<file path="config.mk">
export PLATFORM = sky130hd
export DESIGN_NAME = mux8_rr_scheduler
export DESIGN_NICKNAME = d
export VERILOG_FILES = /design/src/rtl/mux8_rr_scheduler.sv
export SDC_FILE = /design/constraint.sdc
export NUM_CORES = 1
export LEC_CHECK = 0
export CELL_PAD_IN_SITES_DETAIL_PLACEMENT = 1
export CELL_PAD_IN_SITES_GLOBAL_PLACEMENT = 2
export CORE_UTILIZATION = 38
export CTS_BUF_LIST = sky130_fd_sc_hd__clkbuf_8
export DETAILED_ROUTE_END_ITERATION = 6
export HOLD_SLACK_MARGIN = 0.1
export PLACE_DENSITY_LB_ADDON = 0.3
export SYNTH_ARGS = -nofsm -noshare
export SYNTH_HDL_FRONTEND = slang
export SYNTH_SLANG_ARGS = --single-unit
</file>
<file path="constraint.sdc">
create_clock -name clk -period 6.7 [get_ports clk]
set_input_delay 1.675 -clock clk [delete_from_list [all_inputs] [get_ports clk]]
set_output_delay 1.675 -clock clk [all_outputs]
set_load 0.02 [all_outputs]
</file>
<file path="src/rtl/mux8_rr_scheduler.sv">
// Round-robin scheduler sharing one 8:1 data mux between eight requesters.
// Bounded grant hold, one-cycle break-before-make gap, registered mux output.
module mux8_rr_scheduler #(
    parameter int HOLD_MAX = 4
) (
    input  logic       clk,
    input  logic       rst_n,
    input  logic       en,
    input  logic [7:0] req,
    input  logic [7:0] d,
    output logic [7:0] gnt,
    output logic [2:0] sel,
    output logic       busy,
    output logic       y_q,
    output logic       y_valid
);

    typedef enum logic [1:0] {IDLE, GRANT, GAP} state_t;

    localparam logic [3:0] HOLD_LIM = 4'(HOLD_MAX);

    state_t     state, state_nxt;
    logic [7:0] gnt_nxt;
    logic [2:0] sel_nxt, ptr, ptr_nxt, pick, cand;
    logic [3:0] cnt, cnt_nxt;
    logic       found, release_now;

    // First requester at or after ptr, wrapping modulo 8.
    always_comb begin
        pick  = ptr;
        found = 1'b0;
        cand  = ptr;
        for (int k = 0; k < 8; k++) begin
            cand = ptr + 3'(k);
            if (!found && req[cand]) begin
                pick  = cand;
                found = 1'b1;
            end
        end
    end

    assign release_now = !req[sel] || (cnt == HOLD_LIM) || !en;
    assign busy        = (state != IDLE);

    always_comb begin
        state_nxt = state;
        gnt_nxt   = gnt;
        sel_nxt   = sel;
        ptr_nxt   = ptr;
        cnt_nxt   = cnt;
        case (state)
            IDLE: begin
                gnt_nxt = '0;
                if (en && found) begin
                    gnt_nxt   = 8'b1 << pick;
                    sel_nxt   = pick;
                    cnt_nxt   = 4'd1;
                    state_nxt = GRANT;
                end
            end
            GRANT: begin
                if (release_now) begin
                    gnt_nxt   = '0;
                    ptr_nxt   = sel + 3'd1;
                    state_nxt = GAP;
                end else begin
                    cnt_nxt = cnt + 4'd1;
                end
            end
            GAP: begin
                gnt_nxt   = '0;
                state_nxt = IDLE;
            end
            default: begin
                gnt_nxt   = '0;
                state_nxt = IDLE;
            end
        endcase
    end

    always_ff @(posedge clk or negedge rst_n) begin
        if (!rst_n) begin
            state   <= IDLE;
            gnt     <= '0;
            sel     <= '0;
            ptr     <= '0;
            cnt     <= '0;
            y_q     <= 1'b0;
            y_valid <= 1'b0;
        end else begin
            state   <= state_nxt;
            gnt     <= gnt_nxt;
            sel     <= sel_nxt;
            ptr     <= ptr_nxt;
            cnt     <= cnt_nxt;
            // y_q keeps its last sample through GAP/IDLE; y_valid says whether it is fresh.
            y_valid <= (state == GRANT);
            if (state == GRANT) y_q <= d[sel];
        end
    end

endmodule

</file>
== After elaboration in Yosys (flattened, before gate mapping) ==
Index checks and enable logic that the tools add are counted.

* Input port bits: 19
* Flip-flop bits (word level): 22
* Word-level logic and storage cells: 101
* Output and inout port bits: 14

* Equality and inequality tests: 5
* Shift operators: 1
* Reductions and logical operators: 26
* Add/sub/neg operators: 9
* Muxes and demuxes: 44
* Order comparisons: 9

{| class="wikitable"
|+ Operator list
! operator !! number
|-
| $lt A3 B4 Y1 const B || 9
|-
| $bmux W1 S3 || 10
|-
| $mux W3 || 7
|-
| $mux W1 || 18
|-
| $mux W8 || 2
|-
| $pmux W8 S2 || 1
|-
| $add A3 B3 Y3 const B || 4
|-
| $logic_not A1 Y1 || 9
|-
| $logic_and A1 B1 Y1 || 8
|-
| $mux W4 || 2
|-
| $pmux W4 S2 || 1
|-
| $shl A1 B3 Y8 const A || 1
|-
| $add A3 B1 Y3 const B || 2
|-
| $add A3 B2 Y3 const B || 2
|-
| $ne A2 B2 Y1 const B || 3
|-
| $reduce_and A2 Y1 || 3
|-
| $add A4 B1 Y4 const B || 1
|-
| $eq A4 B3 Y1 const B || 1
|-
| $mux W2 || 2
|-
| $pmux W2 S2 || 1
|-
| $reduce_bool A2 Y1 || 2
|-
| $reduce_and A3 Y1 || 1
|-
| $eq A2 B1 Y1 const B || 1
|-
| $logic_not A2 Y1 || 1
|-
| $logic_or A1 B1 Y1 || 2
|}

== Logic depth before layout (Yosys ltp) ==
* Word-level depth: 27
* Mapped depth: 13
* Depth with buffers taken out: 10

== Worst setup path before layout ==
OpenSTA, ideal clock, no wires.

* Kind: input to register
* From: input req[6]
* To: register gnt[4]
* Required time: 6.578 ns
* Arrival time: 3.551 ns
* Path slack: 3.028 ns
* Cell stages on the path: 8
* Path through: mux2_1 -> mux4_2 -> nand2b_4 -> or3_1 -> a31oi_1 -> a31o_4 -> inv_2 -> a32o_1

* Longest elaborated chain between the ends: 27
* Elaborated cells between the ends (all ways): 55
* Classes of those cells: 1 x eq/ne; 1 x shift; 35 x mux; 18 x reduce/logical

{| class="wikitable"
|+ RTL lines
! item !! RTL line !! RTL
|-
| from (decl) || 9 || <nowiki>input logic [7:0] req,</nowiki>
|-
| $bmux W1 S3 || 35 || <nowiki>if (!found && req[cand]) begin</nowiki>
|-
| $mux W1 (implied by the code) || 35 ||
|-
| $mux W1 || 35 ||
|-
| $logic_not A1 Y1 || 35 ||
|-
| $logic_and A1 B1 Y1 || 35 ||
|-
| $mux W1 || 35 ||
|-
| $logic_not A1 Y1 || 35 ||
|-
| $logic_and A1 B1 Y1 || 35 ||
|-
| (+11 left out) || n/a ||
|-
| $logic_and A1 B1 Y1 || 35 ||
|-
| $mux W1 || 35 ||
|-
| $logic_not A1 Y1 || 35 ||
|-
| $logic_and A1 B1 Y1 || 35 ||
|-
| $mux W3 / $mux W1 (equally long branches) || 35 ||
|-
| $shl A1 B3 Y8 / $logic_and A1 B1 Y1 (equally long branches) || 55, 54 ||
|-
| $mux W8 || 54 || <nowiki>if (en && found) begin</nowiki>
|-
| $pmux W8 S2 || 51 || <nowiki>case (state)</nowiki>
|-
| to (signal assigned) || 92 || <nowiki>gnt <= gnt_nxt;</nowiki>
|-
| to (decl) || 11 || <nowiki>output logic [7:0] gnt,</nowiki>
|}

Several ways; a longest one is shown, not always the timed one. The select of a mux whose other input is x is not followed.
A chain may end at the register's enable or synchronous reset.

== Final worst setup path ==
* From: register ptr[0]
* To: register gnt[4]

* Longest elaborated chain between the ends: 27
* Elaborated cells between the ends (all ways): 56
* Classes of those cells: 7 x add/sub; 1 x shift; 33 x mux; 15 x reduce/logical

{| class="wikitable"
|+ RTL lines
! item !! RTL line !! RTL
|-
| from (decl) || 24 || <nowiki>logic [2:0] sel_nxt, ptr, ptr_nxt, pick, cand;</nowiki>
|-
| from (signal assigned) || 94 || <nowiki>ptr <= ptr_nxt;</nowiki>
|-
| branches (longest 25 deep; another with $add A3 B1 Y3) || n/a ||
|-
| $mux W8 (*) || 54 ||
|-
| $pmux W8 S2 (*) || 51 ||
|}

Mark *: on every way between the ends. The select of a mux whose other input is x is not followed.

==> flow_metrics.py <==
metrics = {
    "clock_tree": {
        "root_buffer": "clkbuf_8",
        "worstSkewPairLatency_ns": 0.27,
        "ctsHoldBuffers": 0,
        "clk_pin_slew_worst_paths_ns": 0.08,
        "cts_resized": 0,
        "clkSinkCount": 22,
        "cts_tree": "built",
        "max-clock-path-buffers": 2,
        "cts_setup_buffers": 0,
        "cts_buffers": 3,
        "htreeDepth": 1,
    },
    "run_status": {
        "status": "finished, final reports clean",
    },
    "yosys": {
        "yosysWarnings": 0,
        "synth.avg_cell_area_sq_um": 9.973,
        "synth-seq-cells": 22,
        "synth-compound-area-share_pct": 20.66,
        "synth_area_sq_um": 2034,
        "syn_inst": 204,
        "synth_adder_area_share_pct": 3.075,
        "yosys.area.top_type": "dfrtp_1",
        "synth_top_family_by_area": "multiplexers",
        "synthSimpleGateAreaFrac_pct": 13.04,
        "synth_top_flop_cell": "dfrtp_1",
        "ys_async_sr_fraction_pct": 100.0,
        "synth_nets": 228,
        "synth_edf_count": 0,
        "ys_types": 55,
        "synth_xor_area_share_pct": 3.813,
        "seq_area_frac_synth_pct": 27.06,
        "synthMuxAreaShare_pct": 27.18,
        "yosys-top-cells-area": "dfrtp_1 (27%), mux4_2 (15%), mux2i_1 (8.4%)",
        "synth.top_cell.area_share_pct": 27.06,
    },
    "placement": {
        "portBuffers": 32,
        "placed_cells": 299,
        "hpwlAfterDp_microns": 4287,
        "gp_congestion": 0.7934,
        "dp_slack_ns": 2.096,
    },
    "layout": {
        "area_growth_pct": 21.71,
        "final_common_cell": "clkdlybuf4s50_1",
        "final_layout_size_suffix_gt1_share_pct": 14.59,
        "final_cells": 303,
        "final_cell_mix": "clkdlybuf4s50_1 (32), dfrtp_1 (22), nand2_1 (18), mux2i_1 (17), mux4_2 (14)",
        "final_util_pct": 48.17,
        "diodes": 0,
        "layout.nets": 258,
    },
    "sta": {
        "fin_ws_ns": 2.331,
        "hold_violations": 0,
        "rsz0062_at_grt": "no",
        "min_period_over_period_pct": 65.20,
        "setup_tns_ns": 0,
        "setup_viol": 0,
        "holdWs_ns": 0.4964,
        "finalMaxSlewViolations": 0,
        "slew_headroom_pct": 34.51,
        "fmax_mhz": 228.9,
        "fin_crit_ns": 4.369,
        "fin_worst_skew_ns": 0.003652,
        "worstMarginPinSlew_ns": 0.9793,
    },
    "job": {
        "drv_cap": 0,
    },
    "floorplan": {
        "core_area_sq_um": 5140,
        "initial_core_util_pct": 39.58,
        "die-area_sq_um": 5651,
        "die_x_microns": 75.17,
        "die_h_microns": 75.17,
        "num_rows": 26,
        "io_pins": 33,
    },
    "worst_setup_path": {
        "max_stage_delay_ns": 0.93,
        "slowest_stage": "ha_1",
        "path_max_fanout": 19,
        "critical_path.top_delay_family": "adder cells",
        "worst-setup-path-type": "flop to flop",
        "cp-end-kind": "flop",
        "crit_chain": "inv_2 -> ha_1 -> mux2_1 -> mux4_2 -> nand2b_4 -> or3_1 -> a31oi_1 -> a31o_4 -> inv_2 -> a32o_1",
        "crit_required_ns": 6.87,
        "crit_top_cell": "inv_2",
        "start_kind": "flop",
        "crit_buf_inv": 2,
        "cp.arrival_ns": 4.54,
    },
    "grt": {
        "gr-total-overflow": 0,
        "grt_pass1_wl_microns": 9170,
        "antenna_found_initial": 0,
        "grt_usage_pct": 21.94,
        "grt_max_degree": 23,
        "grt_pass1_vias": 1829,
    },
    "detailed_routing": {
        "viasPerCell": 5.818,
        "detail-route-antenna-nets": 0,
        "route.vias.total": 1763,
        "wl_per_cell_microns": 18.81,
        "drtPass1Iterations": 5,
        "route.detailed.drc": 0,
        "totalWireLength_microns": 5699,
        "drt_iter0_markers": 103,
    },
    "min_path": {
        "hold_class": "flop to flop",
    },
    "power_and_ir_drop": {
        "power_leakage_uw": 0.001010,
        "power_density_nw_per_um2": 628.4,
        "vdd_ir_drop_max_v": 0.0002471,
    },
}
==> path summary, 6_finish.rpt <==
path / startpoint / end / slack [ns] / depth (start not counted)
worst max-delay path: ptr[0] / gnt[4] / 2.33 / 10
worst min-delay path: gnt[0] / gnt[0] / 0.50 / 2
worst max register to register: ptr[0] / gnt[4] / 2.33 / 10
worst min register to register: gnt[0] / gnt[0] / 0.50 / 2
max in group asynchronous: rst_n / cnt[2] / 4.17 / 1
min in group asynchronous: rst_n / y_valid / 1.94 / 1
==> stage by stage <==
stage               cell area (sq um)  power [uW]
floorplan                        2034        1140
CTS                              2476        1562
finish                           2476        1556
global route                     2476        1680
global placement                 2405        1425
detailed placement               2405        1428
==> layer usage <==
metal / vias up / part of all wire, % / global-route usage, % / routed length, microns
li1: 831 / - / - / -
met2: 32 / 51 / 39.44 / 2879
met3: 5 / 2.3 / 1.740 / 131
met4: 0 / 1.1 / 6.173 / 65
met5: - / 0 / 0 / 0
met1: 895 / 46 / 28.32 / 2623
==> layout make-up <==
class	count	area (sq um)
Fill cell	602	2664
Multi-Input combinational cell	158	1379
Sequential cell	22	550.5
Timing Repair Buffer	33	327.8
Tap cell	70	87.58
Inverter	16	60.06
Clock buffer	3	41.29
Clock inverter	1	30.03
==> logic make-up (layout without fill, tap and decap cells) <==
kind of cell | after synthesis | count (layout)
flip-flops | 22 | 22
XOR/XNOR | 8 | 8
adder cells (fa/ha/maj) | 5 | 5
multiplexers | 36 | 36
AO/OA/AOI/OAI | 56 | 56
buffers and inverters | 24 | 53
AND/OR/NAND/NOR | 53 | 53
==> tightest hold or removal path, stage by stage, from the launching register on <==
cell     delay [ns]
dfrtp_1        0.35
nand2_1        0.05
o31ai_1        0.06
==> cell usage after synthesis (2+ instances only) <==
| library cell | instances |
|---|---|
| a211oi_1 | 3 |
| a21o_1 | 2 |
| a21oi_1 | 10 |
| a22oi_1 | 2 |
| a31oi_1 | 2 |
| a32o_1 | 5 |
| buf_2 | 3 |
| clkbuf_1 | 3 |
| dfrtp_1 | 22 |
| ha_1 | 5 |
| inv_1 | 13 |
| inv_2 | 3 |
| mux2_4 | 3 |
| mux2i_1 | 17 |
| mux4_2 | 14 |
| nand2_1 | 18 |
| nand2b_1 | 3 |
| nand3_1 | 6 |
| nand3b_1 | 2 |
| nor2_1 | 13 |
| nor3_1 | 2 |
| o2111ai_1 | 2 |
| o211ai_1 | 2 |
| o21ai_0 | 8 |
| o21ai_1 | 2 |
| o31ai_1 | 5 |
| xnor2_1 | 3 |
| xor2_1 | 4 |
==> where the power goes <==
group | internal, uW | leakage [uW] | switching (uW)
clock | 80.0 | 0.0000357 | 46.3
sequential | 188 | 0.000283 | 103
combinational | 509 | 0.000691 | 630
total | 777 | 0.00101 | 779
==> flip-flops by register name (all words and copies together), names as in the netlist <==
register	count
gnt	8
cnt	4
ptr	3
sel	3
state	2
y_q	1
y_valid	1
No activity file was read; power rests on OpenSTA's default activity.
